--- src/rtl/uart_cal_ctrl.sv ---
// Calculator sequencer: parses "A op B =" from rx bytes, sends the decimal result (or "E" CR LF) to tx.
// Latency: CALC 1 cycle, CONV <= 60 cycles; each tx byte waits on tx_done plus TX_GAP; rx bytes are dropped while busy.
module uart_cal_ctrl #(
   parameter int TX_GAP = 0
) (
   input  logic       clk,
   input  logic       n_rst,
   input  logic [7:0] rx_data,
   input  logic       rx_valid,
   output logic [7:0] tx_data,
   output logic       uout_valid,
   input  logic       tx_done,
   output logic       busy
);

   typedef enum logic [2:0] {S_A, S_B, S_CALC, S_CONV, S_SEND, S_WAIT, S_GAP, S_ERR} state_t;
   typedef enum logic [1:0] {OP_ADD, OP_SUB, OP_MUL} op_t;

   localparam logic [15:0] GAP_LOAD = (TX_GAP > 0) ? 16'(TX_GAP - 1) : 16'd0;

   state_t          r_state;
   op_t             r_op;
   logic [9:0]      r_a, r_b;
   logic [1:0]      r_cnt_a, r_cnt_b;
   logic            r_neg;
   logic [19:0]     r_mag;
   logic [2:0]      r_idx;
   logic [3:0]      r_dig;
   logic            r_seen;
   logic [2:0]      r_first;
   logic [5:0][3:0] r_buf;
   logic [3:0]      r_ptr;
   logic [15:0]     r_gap;
   logic [7:0]      r_tx_data;
   logic            r_uout_valid;
   logic            r_busy;

   logic            w_is_dig, w_is_op, w_is_term;
   op_t             w_op;
   logic [3:0]      w_dig;
   logic [20:0]     w_res;
   logic [19:0]     w_mag, w_place;
   logic [2:0]      w_first;
   logic [3:0]      w_nxt;
   logic [7:0]      w_byte_cur, w_byte_nxt;

   // Send pointer: 0 '-', 1..6 digit buffer, 7 CR, 8 LF, 9 'E', 10 sequence finished.
   function automatic logic [7:0] byte_of(input logic [3:0] p, input logic [5:0][3:0] dig);
      case (p)
         4'd0:    byte_of = 8'h2D;
         4'd1:    byte_of = {4'h3, dig[0]};
         4'd2:    byte_of = {4'h3, dig[1]};
         4'd3:    byte_of = {4'h3, dig[2]};
         4'd4:    byte_of = {4'h3, dig[3]};
         4'd5:    byte_of = {4'h3, dig[4]};
         4'd6:    byte_of = {4'h3, dig[5]};
         4'd7:    byte_of = 8'h0D;
         4'd8:    byte_of = 8'h0A;
         4'd9:    byte_of = 8'h45;
         default: byte_of = 8'h00;
      endcase
   endfunction

   assign w_is_dig  = (rx_data >= 8'h30) && (rx_data <= 8'h39);
   assign w_dig     = rx_data[3:0];
   assign w_is_term = (rx_data == 8'h3D) || (rx_data == 8'h0D);

   always_comb begin
      w_is_op = 1'b1;
      case (rx_data)
         8'h2B:   w_op = OP_ADD;
         8'h2D:   w_op = OP_SUB;
         8'h2A:   w_op = OP_MUL;
         default: begin
            w_op    = OP_ADD;
            w_is_op = 1'b0;
         end
      endcase
   end

   always_comb begin
      case (r_op)
         OP_SUB:  w_res = {11'd0, r_a} - {11'd0, r_b};
         OP_MUL:  w_res = {11'd0, r_a} * {11'd0, r_b};
         default: w_res = {11'd0, r_a} + {11'd0, r_b};
      endcase
   end

   // Result is never below -999, so the low 20 bits carry the full magnitude.
   assign w_mag = w_res[20] ? (~w_res[19:0] + 20'd1) : w_res[19:0];

   always_comb begin
      case (r_idx)
         3'd0:    w_place = 20'd100000;
         3'd1:    w_place = 20'd10000;
         3'd2:    w_place = 20'd1000;
         3'd3:    w_place = 20'd100;
         3'd4:    w_place = 20'd10;
         default: w_place = 20'd1;
      endcase
   end

   assign w_first = r_seen ? r_first : 3'd5;

   always_comb begin
      w_nxt = r_ptr + 4'd1;
      if (r_ptr == 4'd0)      w_nxt = {1'b0, r_first} + 4'd1;
      else if (r_ptr == 4'd8) w_nxt = 4'd10;
      else if (r_ptr == 4'd9) w_nxt = 4'd7;
   end

   assign w_byte_cur = byte_of(r_ptr, r_buf);
   assign w_byte_nxt = byte_of(w_nxt, r_buf);

   always_ff @(posedge clk or negedge n_rst) begin
      if (!n_rst) begin
         r_state      <= S_A;
         r_op         <= OP_ADD;
         r_a          <= '0;
         r_b          <= '0;
         r_cnt_a      <= '0;
         r_cnt_b      <= '0;
         r_neg        <= 1'b0;
         r_mag        <= '0;
         r_idx        <= '0;
         r_dig        <= '0;
         r_seen       <= 1'b0;
         r_first      <= '0;
         r_buf        <= '0;
         r_ptr        <= '0;
         r_gap        <= '0;
         r_tx_data    <= 8'h00;
         r_uout_valid <= 1'b0;
         r_busy       <= 1'b0;
      end else begin
         r_uout_valid <= 1'b0;
         case (r_state)
            S_A: if (rx_valid) begin
               if (w_is_dig) begin
                  if (r_cnt_a == 2'd3) begin
                     r_state <= S_ERR;
                     r_busy  <= 1'b1;
                  end else begin
                     r_a     <= r_a * 10'd10 + {6'd0, w_dig};
                     r_cnt_a <= r_cnt_a + 2'd1;
                  end
               end else if (w_is_op && r_cnt_a != 2'd0) begin
                  r_op    <= w_op;
                  r_state <= S_B;
               end else if (rx_data == 8'h1B) begin
                  r_a     <= '0;
                  r_cnt_a <= '0;
               end else if (rx_data != 8'h20) begin
                  r_state <= S_ERR;
                  r_busy  <= 1'b1;
               end
            end
            S_B: if (rx_valid) begin
               if (w_is_dig) begin
                  if (r_cnt_b == 2'd3) begin
                     r_state <= S_ERR;
                     r_busy  <= 1'b1;
                  end else begin
                     r_b     <= r_b * 10'd10 + {6'd0, w_dig};
                     r_cnt_b <= r_cnt_b + 2'd1;
                  end
               end else if (w_is_term && r_cnt_b != 2'd0) begin
                  r_state <= S_CALC;
                  r_busy  <= 1'b1;
               end else if (rx_data == 8'h1B) begin
                  r_a     <= '0;
                  r_b     <= '0;
                  r_cnt_a <= '0;
                  r_cnt_b <= '0;
                  r_state <= S_A;
               end else if (rx_data != 8'h20) begin
                  r_state <= S_ERR;
                  r_busy  <= 1'b1;
               end
            end
            S_CALC: begin
               r_neg   <= w_res[20];
               r_mag   <= w_mag;
               r_idx   <= '0;
               r_dig   <= '0;
               r_seen  <= 1'b0;
               r_state <= S_CONV;
            end
            S_CONV: begin
               if (r_mag >= w_place) begin
                  r_mag <= r_mag - w_place;
                  r_dig <= r_dig + 4'd1;
               end else begin
                  r_buf[r_idx] <= r_dig;
                  r_dig        <= '0;
                  if (r_dig != 4'd0 && !r_seen) begin
                     r_seen  <= 1'b1;
                     r_first <= r_idx;
                  end
                  if (r_idx == 3'd5) begin
                     r_first <= w_first;
                     r_ptr   <= r_neg ? 4'd0 : {1'b0, w_first} + 4'd1;
                     r_state <= S_SEND;
                  end else begin
                     r_idx <= r_idx + 3'd1;
                  end
               end
            end
            S_SEND: begin
               r_tx_data    <= w_byte_cur;
               r_uout_valid <= 1'b1;
               r_state      <= S_WAIT;
            end
            S_WAIT: if (tx_done) begin
               if (TX_GAP == 0) begin
                  if (w_nxt == 4'd10) begin
                     r_state <= S_A;
                     r_busy  <= 1'b0;
                     r_a     <= '0;
                     r_b     <= '0;
                     r_cnt_a <= '0;
                     r_cnt_b <= '0;
                  end else begin
                     r_ptr        <= w_nxt;
                     r_tx_data    <= w_byte_nxt;
                     r_uout_valid <= 1'b1;
                  end
               end else begin
                  r_ptr   <= w_nxt;
                  r_gap   <= GAP_LOAD;
                  r_state <= S_GAP;
               end
            end
            S_GAP: begin
               if (r_gap != 16'd0) begin
                  r_gap <= r_gap - 16'd1;
               end else if (r_ptr == 4'd10) begin
                  r_state <= S_A;
                  r_busy  <= 1'b0;
                  r_a     <= '0;
                  r_b     <= '0;
                  r_cnt_a <= '0;
                  r_cnt_b <= '0;
               end else begin
                  r_tx_data    <= w_byte_cur;
                  r_uout_valid <= 1'b1;
                  r_state      <= S_WAIT;
               end
            end
            S_ERR: begin
               r_ptr        <= 4'd9;
               r_tx_data    <= 8'h45;
               r_uout_valid <= 1'b1;
               r_state      <= S_WAIT;
            end
            default: r_state <= S_A;
         endcase
      end
   end

   assign tx_data    = r_tx_data;
   assign uout_valid = r_uout_valid;
   assign busy       = r_busy;

endmodule

--- config.mk ---
export PLATFORM = sky130hd
export DESIGN_NAME = uart_cal_ctrl
export DESIGN_NICKNAME = d
export VERILOG_FILES = /design/src/rtl/uart_cal_ctrl.sv
export SDC_FILE = /design/constraint.sdc
export NUM_CORES = 1
export LEC_CHECK = 0
export CORE_ASPECT_RATIO = 1.1
export CORE_UTILIZATION = 60
export CTS_CLUSTER_SIZE = 30
export DETAILED_ROUTE_END_ITERATION = 10
export GPL_ROUTABILITY_DRIVEN = 0
export PLACE_DENSITY = 0.77
export SLEW_MARGIN = 10
export SYNTH_ARGS = -nofsm -noshare
export SYNTH_HDL_FRONTEND = slang
export SYNTH_SLANG_ARGS = --single-unit
--- constraint.sdc ---
create_clock -name clk -period 13.7 [get_ports clk]
set_input_delay 2.74 -clock clk [delete_from_list [all_inputs] [get_ports clk]]
set_output_delay 2.74 -clock clk [all_outputs]
set_load 0.05 [all_outputs]
==> summary.md <==
| Metric | Value |
|---|---|
| Max Slew Vio Count | `0` |
| Post-Syn Area | `~13000 um^2` |
| Syn-to-layout area delta | `7.14%` |
| Final WL | `roughly 32000 um` |
| Post-DR wirelength/cell | `approximately 19 um` |
| Top cell type's share of synthesized area | `between 20% and 30%` |
| First DRT Iteration DRCs | `987` |
| Post-DP HPWL | `around 24000 um` |
| Top_reg_cell synth | `dfrtp_1` |
| Starting Density | `between 60% and 70%` |
| Die Area | `about 22000 um^2` |
| Reg2reg setup slack | `7.20 ns` |
| IO Count | `22` |
| Bufs on Longest Clock Path | `2` |
| Hold violation count in the final report | `0` |
| Post-CTS setup buffer count | `0` |
| Sink Count | `roughly 110` |
| Number of synthesized register bits | `between 100 and 150` |
| # rows | `between 50 and 60` |
| Clock Skew | `about 0.010 ns` |
| H-tree levels | `4` |
| Max-Cap Viols | `0` |
| CTS resizes | `0` |
| Critical R2R Capture | `r_mag[19]` |
| Syn_area_per_cell | `roughly 8.6 um^2` |
| Worst Hold Launch | `r_gap[10]` |
| Slew Limit Headroom | `41.4%` |
| Kind of end point of the critical path | `register` |
| Cells after Synth | `~1500` |
| Worst-path clk slew | `~0.060 ns` |
| GRT Resource Usage Total | `31.1%` |
| Post-CTS Hold Buffers | `0` |
| Crit path kind | `reg2reg` |
| Clock insertion delay at the later pin of the skew report | `0.43 ns` |
| Share of cells above drive strength 1 | `6.09%` |
| Initial antenna violation count | `0` |
| RSZ-0062 raised after global routing | `no` |
| Pin count of the biggest net entering global routing | `around 70` |
| Yosys Warn Count | `0` |
| Worst hold margin | `~0.47 ns` |
| Fillers | `around 1700` |
| Antenna cells | `0` |
| Seq/Total Area, Yosys | `roughly 23%` |
| Core ar. | `20600 um^2` |
| Clock Tree Root | `clkbuf_16` |
| Minimum clock period | `6.50 ns` |
| Die W | `around 140 um` |
| Syn_nets | `about 1700` |
| Drt via density | `6.34` |
| GRT overflow | `0` |
| Leakage power | `between 0.006 and 0.007 uW` |
| Post-DRT Antenna Nets | `0` |
| Max VDD drop | `80.8 uV` |
| Status | `finished, final reports clean` |
| Hold crit path type | `reg2reg` |
| Synth unique cells | `84` |
| First-pass GRT wire length | `between 50000 and 60000 um` |
| Least-Margin Pin Slew | `around 0.9 ns` |
| FF-to-FF Start | `r_a[1]` |
| Final setup viols | `0` |
| Final Cycle Share | `between 40% and 50%` |
| Hold Path End | `r_gap[10]` |
| CTS tree | `built` |
| Vias | `between 10000 and 15000` |
| # DRC | `0` |
| Arrival time at the worst endpoint | `6.80 ns` |
| Worst-path fanout max | `11` |
| Final nets | `between 1500 and 2000` |
| Largest area contributor in the netlist | `dfrtp_1` |
| 1st-pass router iterations | `5` |
| Post-synth ARST share | `100%` |
| Vias in the first global route | `between 10000 and 15000` |
| FF-to-FF path depth | `21` |
| EDFF count, synth | `0` |
| Die H | `around 150 um` |
| IO Port Bufs | `20` |
| Pwr/cell area | `160 nW/um^2` |
| Max Freq | `0.154 GHz` |
| Worst Path Required | `approximately 14 ns` |
| CP Launch Type | `register` |
| Hold Path Depth | `1` |
| Number of CTS-inserted buffers | `17` |
| Setup TNS Final | `0 ns` |
| Main area contributors after synthesis | `dfrtp_1, ha_1, fa_1` |
==> cells in the mapped netlist, drive strengths merged, types with 14 or more instances <==
library cell and instances:
nand2 160, ha 138, inv 134, dfrtp 114, nor2 100, a21oi 87
fa 69, o21ai 67, xnor2 53, and2 47, clkbuf 46, nor3 38
mux2 33, xor2 29, nand3 28, nor2b 19, a21o 17, o31ai 17
o21a 15, or3 15, a31oi 14
==> worst max-delay path, cell delays in order, from the launching register on <==
cell and delay (ns):
dfrtp_1 0.55, inv_1 0.30, nor2_1 0.13, fa_1 0.48, fa_1 0.55, inv_1 0.05
fa_1 0.47, inv_1 0.05, fa_1 0.53, inv_1 0.06, fa_1 0.52, inv_1 0.04
ha_1 0.39, and4_1 0.21, nand3_1 0.07, nor2b_1 0.16, a311oi_1 0.15, a311o_1 0.41
o31a_1 0.29, a2111oi_0 0.41, nor4_1 0.12, or4_1 0.41
==> per-layer routing <==
metal	vias to the layer above	global-route usage, %	part of all wire [%]
li1	5112	-	-
met1	5274	38.7	42
met2	393	53.1	49
met3	100	4.27	5.0
met4	0	14.7	4.0
met5	-	0	0
==> where the power goes <==
part,total (uW),switching [uW],leakage (uW),internal [uW]
combinational,1190,739,0.00482,454
clock,450,180,0.000282,270
sequential,517,115,0.00154,401
total,2160,1030,0.00664,1120
==> state kept, by name, indices dropped and copies added, names as in the netlist, 4 cells and up <==
signal / cells
r_gap: 16
r_dig: 4
r_buf: 24
r_ptr: 4
r_a: 10
r_b: 10
r_mag: 20
tx_data: 7
==> worst max-delay path by stage <==
| stage | startpoint | endpoint | slack (ns) | cells past startpoint |
|---|---|---|---|---|
| floorplan | r_b[3] | r_mag[19] | 7.62 | 23 |
| global route | r_a[1] | r_mag[19] | 6.75 | 21 |
| global placement | r_a[1] | r_mag[19] | 7.41 | 21 |
| finish | r_a[1] | r_mag[19] | 7.20 | 21 |
| CTS | r_a[1] | r_mag[19] | 7.21 | 21 |
| detailed placement | r_a[1] | r_mag[19] | 7.26 | 21 |
==> logic make-up (layout without fill, tap and decap cells) <==
kind of cell / count (synthesis) / in the layout / synth area share [%]
adders and majority gates: 207 / 207 / 24.7
buffers and inverters: 194 / 192 / 5.99
xor gates and xnor gates: 82 / 82 / 5.70
AOI/OAI and AO/OA: 345 / 345 / 18.6
other: 1 / 1 / 0.0298
DFF: 114 / 114 / 22.7
muxes: 40 / 40 / 3.51
and+or+nand+nor: 480 / 480 / 18.9
==> cell type report <==
type | instances | area [um^2] | area share (%)
inverter | 135 | 507 | 3.76
clock inverter | 14 | 155 | 1.15
multi-input combinational | 1155 | 8990 | 66.6
tap | 256 | 320 | 2.37
timing repair buffer | 25 | 235 | 1.74
sequential | 114 | 2850 | 21.1
clock buffer | 18 | 429 | 3.18
==> stage by stage <==
stage                     utilization, %  total power (uW)  instance area, um^2  setup WS (ns)  cells
after CTS                           65.6              2140                13500           7.21   1717
final                               65.6              2160                13500           7.20   1717
after global placement              62.7              1660                12900           7.41   1685
after global routing                65.6              2310                13500           6.75   1717
after floorplan                        -              1390                12600           7.62   1463
after detailed placement            62.7              1680                12900           7.26   1685
==> cell usage in the layout (no fill, tap or decap), types with 46 or more instances in the layout <==
| master | count |
|---|---|
| fa_1 | 69 |
| a21oi_1 | 85 |
| inv_1 | 134 |
| ha_1 | 138 |
| nand2_1 | 160 |
| dfrtp_1 | 114 |
| xnor2_1 | 53 |
| and2_1 | 46 |
| o21ai_0 | 52 |
| nor2_1 | 100 |
No activity file was read; power rests on OpenSTA's default activity.
